===== src/rtl/field_pack_pkg.sv =====
// Shared widths, derived word geometry and state encoding for the field packing
// sequencer and anything that rebuilds its words (e.g. the byte link checker).
package field_pack_pkg;
  localparam int FIELD_W    = 5;
  localparam int NUM_FIELDS = 6;
  localparam int PAD_W      = 2;
  localparam logic [PAD_W-1:0] PAD_VAL = 2'b11;

  localparam int WORD_W    = FIELD_W * NUM_FIELDS + PAD_W;
  localparam int OUT_BYTES = WORD_W / 8;
  localparam int CNT_W     = $clog2(NUM_FIELDS + 1);
  localparam int BIDX_W    = (OUT_BYTES > 1) ? $clog2(OUT_BYTES) : 1;

  typedef enum logic {COLLECT, EMIT} seq_state_t;
endpackage


===== src/rtl/field_pack_sequencer_if.sv =====
// Field input stream and byte output stream of the packing sequencer.
interface field_pack_sequencer_if;
  import field_pack_pkg::*;

  logic               in_valid;
  logic               in_ready;
  logic [FIELD_W-1:0] in_data;
  logic               out_valid;
  logic               out_ready;
  logic [7:0]         out_data;
  logic               out_last;

  modport master (
    output in_valid, in_data, out_ready,
    input  in_ready, out_valid, out_data, out_last
  );

  modport slave (
    input  in_valid, in_data, out_ready,
    output in_ready, out_valid, out_data, out_last
  );
endinterface


===== src/rtl/field_word_assembler.sv =====
// Combinational packer: slot 0 lands in the MSBs, the pad fills the LSBs.
module field_word_assembler
  import field_pack_pkg::*;
(
  input  logic [FIELD_W-1:0] slots [NUM_FIELDS],
  input  logic [PAD_W-1:0]   pad,
  output logic [WORD_W-1:0]  word
);
  always_comb begin
    word = '0;
    for (int i = 0; i < NUM_FIELDS; i++) begin
      word[WORD_W-1-i*FIELD_W -: FIELD_W] = slots[i];
    end
    word[PAD_W-1:0] = pad;
  end
endmodule


===== src/rtl/field_pack_sequencer.sv =====
// Collects NUM_FIELDS fields into a padded word, then streams it out as bytes,
// MSB byte first. Collection and emission never overlap.
module field_pack_sequencer
  import field_pack_pkg::*;
(
  input  logic                  clk,
  input  logic                  reset,
  input  logic                  clear,
  field_pack_sequencer_if.slave bus,
  output logic                  busy,
  output logic [CNT_W-1:0]      field_cnt
);
  if ((WORD_W % 8) != 0) begin : g_bad_geometry
    $error("field_pack_sequencer: FIELD_W*NUM_FIELDS+PAD_W must be a multiple of 8");
  end

  seq_state_t         state;
  logic [FIELD_W-1:0] slot_q [NUM_FIELDS-1];
  logic [FIELD_W-1:0] load_slots [NUM_FIELDS];
  logic [WORD_W-1:0]  load_word;
  logic [WORD_W-1:0]  word_q;
  logic [BIDX_W-1:0]  byte_idx;
  logic [7:0]         out_data_q;
  logic               out_valid_q;
  logic               out_last_q;

  // The final field comes straight from the bus so the load never sees a stale slot.
  always_comb begin
    for (int i = 0; i < NUM_FIELDS - 1; i++) begin
      load_slots[i] = slot_q[i];
    end
    load_slots[NUM_FIELDS-1] = bus.in_data;
  end

  field_word_assembler u_assembler (
    .slots (load_slots),
    .pad   (PAD_VAL),
    .word  (load_word)
  );

  always_ff @(posedge clk or posedge reset) begin
    if (reset) begin
      state       <= COLLECT;
      field_cnt   <= '0;
      byte_idx    <= '0;
      word_q      <= '0;
      out_data_q  <= '0;
      out_valid_q <= 1'b0;
      out_last_q  <= 1'b0;
      for (int i = 0; i < NUM_FIELDS - 1; i++) begin
        slot_q[i] <= '0;
      end
    end else if (clear) begin
      state       <= COLLECT;
      field_cnt   <= '0;
      byte_idx    <= '0;
      out_valid_q <= 1'b0;
      out_last_q  <= 1'b0;
    end else begin
      case (state)
        COLLECT: begin
          if (bus.in_valid) begin
            if (field_cnt == CNT_W'(NUM_FIELDS - 1)) begin
              state       <= EMIT;
              field_cnt   <= '0;
              byte_idx    <= '0;
              out_data_q  <= load_word[WORD_W-1 -: 8];
              word_q      <= load_word << 8;
              out_valid_q <= 1'b1;
              out_last_q  <= (OUT_BYTES == 1);
            end else begin
              field_cnt <= field_cnt + CNT_W'(1);
              for (int i = 0; i < NUM_FIELDS - 1; i++) begin
                if (field_cnt == CNT_W'(i)) slot_q[i] <= bus.in_data;
              end
            end
          end
        end
        EMIT: begin
          if (out_valid_q && bus.out_ready) begin
            if (out_last_q) begin
              state       <= COLLECT;
              byte_idx    <= '0;
              out_valid_q <= 1'b0;
              out_last_q  <= 1'b0;
            end else begin
              byte_idx   <= byte_idx + BIDX_W'(1);
              out_data_q <= word_q[WORD_W-1 -: 8];
              word_q     <= word_q << 8;
              out_last_q <= (byte_idx == BIDX_W'(OUT_BYTES - 2));
            end
          end
        end
        default: state <= COLLECT;
      endcase
    end
  end

  assign bus.in_ready  = (state == COLLECT);
  assign bus.out_valid = out_valid_q;
  assign bus.out_data  = out_data_q;
  assign bus.out_last  = out_last_q;
  assign busy          = (state != COLLECT) || (field_cnt != '0);
endmodule


===== src/flat_wrapper.sv =====
// flat-port wrapper written by rule: the top's interface ports become plain ports
module field_pack_sequencer_flat import field_pack_pkg::*;
  (clk, reset, clear, busy, field_cnt, bus_in_valid, bus_in_data, bus_out_ready, bus_in_ready, bus_out_valid, bus_out_data, bus_out_last);
  field_pack_sequencer_if bus_i ();
  input  logic clk;
  input  logic reset;
  input  logic clear;
  output logic busy;
  output logic [CNT_W-1:0] field_cnt;
  input wire logic [$bits(bus_i.in_valid)-1:0] bus_in_valid;
  input wire logic [$bits(bus_i.in_data)-1:0] bus_in_data;
  input wire logic [$bits(bus_i.out_ready)-1:0] bus_out_ready;
  output wire logic [$bits(bus_i.in_ready)-1:0] bus_in_ready;
  output wire logic [$bits(bus_i.out_valid)-1:0] bus_out_valid;
  output wire logic [$bits(bus_i.out_data)-1:0] bus_out_data;
  output wire logic [$bits(bus_i.out_last)-1:0] bus_out_last;
  assign bus_i.in_valid = bus_in_valid;
  assign bus_i.in_data = bus_in_data;
  assign bus_i.out_ready = bus_out_ready;
  assign bus_in_ready = bus_i.in_ready;
  assign bus_out_valid = bus_i.out_valid;
  assign bus_out_data = bus_i.out_data;
  assign bus_out_last = bus_i.out_last;
  field_pack_sequencer u_core (.clk(clk), .reset(reset), .clear(clear), .bus(bus_i), .busy(busy), .field_cnt(field_cnt));
endmodule

===== config.mk =====
export PLATFORM = sky130hd
export DESIGN_NAME = field_pack_sequencer_flat
export DESIGN_NICKNAME = d
export VERILOG_FILES = /design/src/rtl/field_pack_pkg.sv /design/src/rtl/field_pack_sequencer_if.sv /design/src/rtl/field_word_assembler.sv /design/src/rtl/field_pack_sequencer.sv /design/src/flat_wrapper.sv
export SDC_FILE = /design/constraint.sdc
export NUM_CORES = 1
export LEC_CHECK = 0
export ABC_AREA = 1
export CAP_MARGIN = 20
export CORE_UTILIZATION = 25
export DETAILED_ROUTE_END_ITERATION = 10
export PLACE_DENSITY = 0.45
export SYNTH_ARGS = -nofsm -noshare
export SYNTH_HDL_FRONTEND = slang
export SYNTH_HIERARCHICAL = 1
export SYNTH_SLANG_ARGS = --single-unit

===== constraint.sdc =====
create_clock -name clk -period 2.55 [get_ports clk]
set_clock_uncertainty 0.05 [all_clocks]
set_input_delay 0.51 -clock clk [delete_from_list [all_inputs] [get_ports clk]]
set_output_delay 0.51 -clock clk [all_outputs]
set_load 0.03 [all_outputs]

==> results.cfg, run 1 <==
[status]
result_of_the_run = completed

[clock_tree]
cts-buffers-inserted = 9
htree_levels = 3
root_buffer = clkbuf_16
tritoncts = yes
worstSkewPairLatency_ns = 0.33
cts_num_sinks = 65
maximum_root_to_sink_buffer_count = 2
postCtsHoldBufs = 0
cts_resized = 0
post_cts_buffers = 0
cts.clk_slew.worst_paths_ns = 0.06

[global_routing]
number_of_global_route_vias_before_repair = 2646
gr-usage-met1_pct = 17.9
grt.met3_usage_pct = 3.57
number_of_antenna_violations_at_the_first_check_in_global_routing = 0
global_route_layer_with_the_greatest_usage = met2
grt_first_pass_wirelength_um = 14000
maximum_number_of_pins_on_one_net_before_global_route_repair = 46
groute.usage.overall_pct = 12.8
grt_util_met2_pct = 19.4
overflow_after_grt = 0

[setup_path]
timing.critical_path.slowest_cell_delay_ns = 0.72
cp-start-kind = flip-flop
critical-path-slowest-cell = clkdlybuf4s50_1
timing.critical_path.required_ns = 1.99
critPathArrivalTime_ns = 1.52
timing.critical_path.buf_inv = 1
critPathKind = flip-flop to output port
crit_family = buffers and inverters
path_max_fanout = 7
critical_path.reg2reg.startpoint = u_core/state$_DFF_PP0_
setup.worst_path.start = u_core/field_cnt[2]$_DFFE_PP0P_
critical_path_sink_type = output port
critical_path.cell_chain = clkdlybuf4s50_1

[yosys]
synth_compound_gate_area_share_pct = 2.70
yosys.area_share.adder_pct = 0.741
ys.warnings.count = 6
post_synth_inst_count = 439
synth_xor_area_share_pct = 0
synth_sequential_area_ratio_pct = 48.2
synth_cell_type_count = 21
synthesis.area_mm2 = 0.00338
synth_simple_gate_area_share_pct = 35.4
yosys-mux-area-fraction_pct = 0
main_combinational_cell_family_by_area_after_synthesis = simple AND/OR/NAND/NOR gates
yosys_register_bits = 65
avgSynthCellArea_um2 = 7.69

[routing]
ant_nets = 0
vias_per_cell = 4.33
route.detailed.wl_per_inst_um = 13.4
drt_iter0_markers = 187
drc = 0
detail_route.wirelength_um = 8210
vias = 2656
firstDrtPassIters = 4

[place]
hpwlAfterDp_um = 5330
dp.cells = 598
port_buffers = 24
detailedPlace.worstSlack_ns = 0.317
placed_cell_area_mm2 = 0.00355
place.gp.congestion = 0.754

[sta]
final_worst_setup_slack_ns = 0.466
hold_ws_ns = 0.432
finalSetupViolCount = 0
fmax_ghz = 0.480
post-route-min-period_ns = 2.08
timing.max_slew.rel_slack_pct = 66.4
final-max-slew-violation-count = 0
timing.setup.tns_ns = 0
report.final.hold_viol_count = 0
grt_setup_unrepaired = no
post-route-period-util_pct = 81.7
worst-slew-pin-transition_ns = 0.503

[finish]
final_non_filler_cell_area_mm2 = 0.00384
finalCoreUtilization_pct = 29.1
fillers = 1442
diodes = 0
layout.cells.most_common = nand2_1
fin_cells = 614
area.growth.synth_to_final_pct = 13.8
most-common-layout-cells = nand2_1 (196), dfrtp_1 (65), nand3_1 (54), clkdlybuf4s50_1 (23), inv_1 (22)
post_route_cells_drive_above_1_share_pct = 7.99
area_occupied_by_multi_input_gates_mm2 = 0.00132
final_nets = 445
ff_latch_area_mm2 = 0.00163

[worst_hold_path]
hold_path_startpoint = u_core/load_slots[13]$_DFFE_PP0P_
hold_class = flip-flop to flip-flop

[floorplan]
start_util_pct = 25.6
die-area_mm2 = 0.0140
die-width_um = 118
io-pin-count = 25
placementRows = 42
die_h_um = 118
coreArea_mm2 = 0.0132

[power]
maximum_ir_drop_on_the_vdd_rail_v = 0.000261
power.total_mw = 2.72
power_per_cell_area_mw_per_mm2 = 708
p_leak_nw = 2.08

[flow_run]
maxCapViolCount = 0
-- kinds of logic (layout without fill, tap and decap cells) --
group,count (synthesis),after routing
and+or+nand+nor,280,280
buffers and inverters,73,71
DFF,65,65
AOI/OAI and AO/OA,18,18
adders and majority gates,2,2
other,1,2
-- synth_stat cells, drive strengths merged --
cell type	instances	share of area, %
nand4	1	0.19
ha	2	0.74
nor2	21	3.0
buf	45	9.8
conb	1	0.11
nand2	202	23
inv	25	2.8
o21ai	17	2.5
nand3	55	8.3
nand3b	1	0.59
o22ai	1	0.19
clkbuf	3	0.33
dfrtp	65	48
-- sequential cells by signal, summed over array words and instances (netlist names) --
| signal | flops |
|---|---|
| u_core/load_slots | 25 |
| u_core/word_q | 24 |
| u_core/bus.out_data | 8 |
| u_core/field_cnt | 3 |
| u_core/byte_idx | 2 |
| u_core/bus.out_last | 1 |
| u_core/bus.out_valid | 1 |
| u_core/state | 1 |
-- cell type report --
class / count / area share, %
clock inverter: 5 / 1.46
tap: 176 / 5.73
inverter: 25 / 2.44
multi-input combinational: 302 / 34.3
sequential: 65 / 42.3
timing repair buffer: 30 / 7.68
clock buffer: 11 / 6.05
-- worst paths after layout --
check,slack (ns),to,cells after the start
worst max-delay path,0.47,field_cnt[2],1
worst min-delay path,0.43,u_core/load_slots[13]$_DFFE_PP0P_,2
worst max register to register,0.86,u_core/word_q[13]$_DFFE_PP0P_,5
worst min register to register,0.43,u_core/load_slots[13]$_DFFE_PP0P_,2
max in group asynchronous,1.35,u_core/load_slots[21]$_DFFE_PP0P_,3
min in group asynchronous,0.48,u_core/word_q[8]$_DFFE_PP0P_,2
-- power by group --
group          internal [mW]  switching (mW)  leakage (nW)  total [mW]
clock                  0.755           0.453         0.139        1.21
sequential              1.14          0.0619         0.883        1.20
combinational          0.119           0.196          1.06       0.314
-- routing by layer --
layer / part of all wire [%] / up-vias
li1: - / 1322
met1: 51 / 1290
met2: 45 / 42
met3: 3.4 / 2
met4: 0.66 / 0
met5: 0 / -
Power figures use the tool's default switching activity.
==> run 2, diff against run 1 <==
clock period = 2.05 ns   (was 2.55 ns; I/O delays follow)
==> run 2 against run 1 <==
Compared with the run above:
- critical path depth unchanged
- register-to-register slack worse by 0.54 ns
- first-iteration DRC count is 30% lower
- combinational power up 27%
- core utilization up 0.28 points
- sequential share of layout area shrank 0.40 points
==> results.cfg, run 2 (synthesized netlist as in run 1, its figures left out) <==
[status]
result_of_the_run = completed

[power]
cellInternalPower_mw = 2.38
pwr-share-seq_pct = 45.9
clkPwrFrac_pct = 41.9
power_per_cell_area_mw_per_mm2 = 838
maximum_ir_drop_on_the_vdd_rail_v = 0.000404
switching_share_of_power_pct = 27.0
power_switching_mw = 0.877
p_leak_nw = 2.10
pwr-share-comb_pct = 12.2

[clock_tree]
tritoncts = yes
cts-buffers-inserted = 9
htree_levels = 3
worstSkewPairLatency_ns = 0.33
cts_num_sinks = 65
root_buffer = clkbuf_16
maximum_root_to_sink_buffer_count = 2
postCtsHoldBufs = 0
cts_resized = 0
cts.clk_slew.worst_paths_ns = 0.06
post_cts_buffers = 0

[finish]
diodes = 0
layout.cells.most_common = nand2_1
largest_register_ffs = 25
most-common-layout-cells = nand2_1 (196), dfrtp_1 (65), nand3_1 (54), clkdlybuf4s50_1 (23), inv_1 (22)
area.growth.synth_to_final_pct = 14.9
final_nets = 451
post_route_cells_drive_above_1_share_pct = 9.46

[floorplan]
placementRows = 42
io-pin-count = 25
die-area_mm2 = 0.0140
die-width_um = 118
coreArea_mm2 = 0.0132
die_h_um = 118
start_util_pct = 25.6

[routing]
drc = 0
vias = 2657
detail_route.wirelength_um = 8050
firstDrtPassIters = 4
ant_nets = 0
route.detailed.wl_per_inst_um = 13.0
vias_per_cell = 4.29
drt_iter0_markers = 130

[setup_path]
path_max_fanout = 7
critical_path.cell_chain = clkdlybuf4s50_1
cp-start-kind = flip-flop
crit_family = buffers and inverters
timing.critical_path.required_ns = 1.59
critPathKind = flip-flop to output port
timing.critical_path.slowest_cell_delay_ns = 0.72
critical-path-slowest-cell = clkdlybuf4s50_1
timing.critical_path.buf_inv = 1
critPathArrivalTime_ns = 1.51
critical_path_sink_type = output port

[place]
place.gp.congestion = 0.741
hpwlAfterDp_um = 5590
port_buffers = 24
detailedPlace.worstSlack_ns = 0.104

[worst_hold_path]
hold_class = input port to async pin

[sta]
report.final.hold_viol_count = 0
finalSetupViolCount = 0
post-route-period-util_pct = 96.1
grt_setup_unrepaired = no
timing.setup.tns_ns = 0
final-max-slew-violation-count = 0
fmax_ghz = 0.508
final_worst_setup_slack_ns = 0.0800
post-route-min-period_ns = 1.97

[global_routing]
overflow_after_grt = 0
number_of_antenna_violations_at_the_first_check_in_global_routing = 0
maximum_number_of_pins_on_one_net_before_global_route_repair = 37
number_of_global_route_vias_before_repair = 2630
groute.usage.overall_pct = 12.6
grt_first_pass_wirelength_um = 13700

[flow_run]
maxCapViolCount = 0
[run 2: cell types whose count changed in the layout (fill, tap and decap cells not counted), sizes merged]
cell,delta
clkinvlp,+2
clkinv,+1
buf,+6
bufinv,-1
clkbuf,-1
inv,-1
[run 2: layout make-up]
type                    instances  area (µm²)
clock buffers                  10         229
clock inverters                 6        35.0
fillers                      1443        9310
inverters                      25        97.6
multi-input cells             302        1320
flip-flops and latches         65        1630
well taps                     176         220
repair buffers                 36         353
[run 2: layer usage]
layer	vias up	track usage, %	wire, µm
met1	1261	17.9	4170
met4	0	4.41	115
met3	8	3.14	283
met5	-	0	0
li1	1339	-	-
met2	49	18.6	3490
[run 2: through the flow]
stage	power (mW)	cells	hold WS (ns)	cell area (µm²)	utilization, %
finish	3.25	620	0.324	3880	29.4
CTS	3.31	620	0.327	3880	29.4
global placement	1.91	604	0.418	3620	27.4
global route	3.44	620	0.342	3880	29.4
floorplan	1.92	440	0.400	3380	-
detailed placement	1.92	604	0.423	3620	27.4
[run 2: final timing paths]
check                      slack (ns)  cells past startpoint                                  to                              start
min                              0.32                      2  u_core/bus.out_data[0]$_DFFE_PP0P_                              reset
max in group asynchronous        1.16                      3       u_core/word_q[19]$_DFFE_PP0P_                              reset
min reg2reg                      0.44                      2   u_core/load_slots[28]$_DFFE_PP0P_  u_core/load_slots[28]$_DFFE_PP0P_
max                              0.08                      1                        field_cnt[2]    u_core/field_cnt[2]$_DFFE_PP0P_
min in group clk                 0.44                      2   u_core/load_slots[28]$_DFFE_PP0P_  u_core/load_slots[28]$_DFFE_PP0P_
max reg2reg                      0.32                      8   u_core/load_slots[10]$_DFFE_PP0P_             u_core/state$_DFF_PP0_
[run 2: power groups by stage]
| stage | combinational [mW] | sequential [mW] | clock [mW] |
|---|---|---|---|
| 2_1_floorplan | 0.415 | 1.50 | 0 |
| 3_3_place_gp | 0.403 | 1.51 | 0 |
| 3_5_place_dp | 0.404 | 1.51 | 0 |
| 4_1_cts | 0.406 | 1.49 | 1.41 |
| 5_1_grt | 0.464 | 1.51 | 1.46 |
| 6_report | 0.398 | 1.49 | 1.36 |
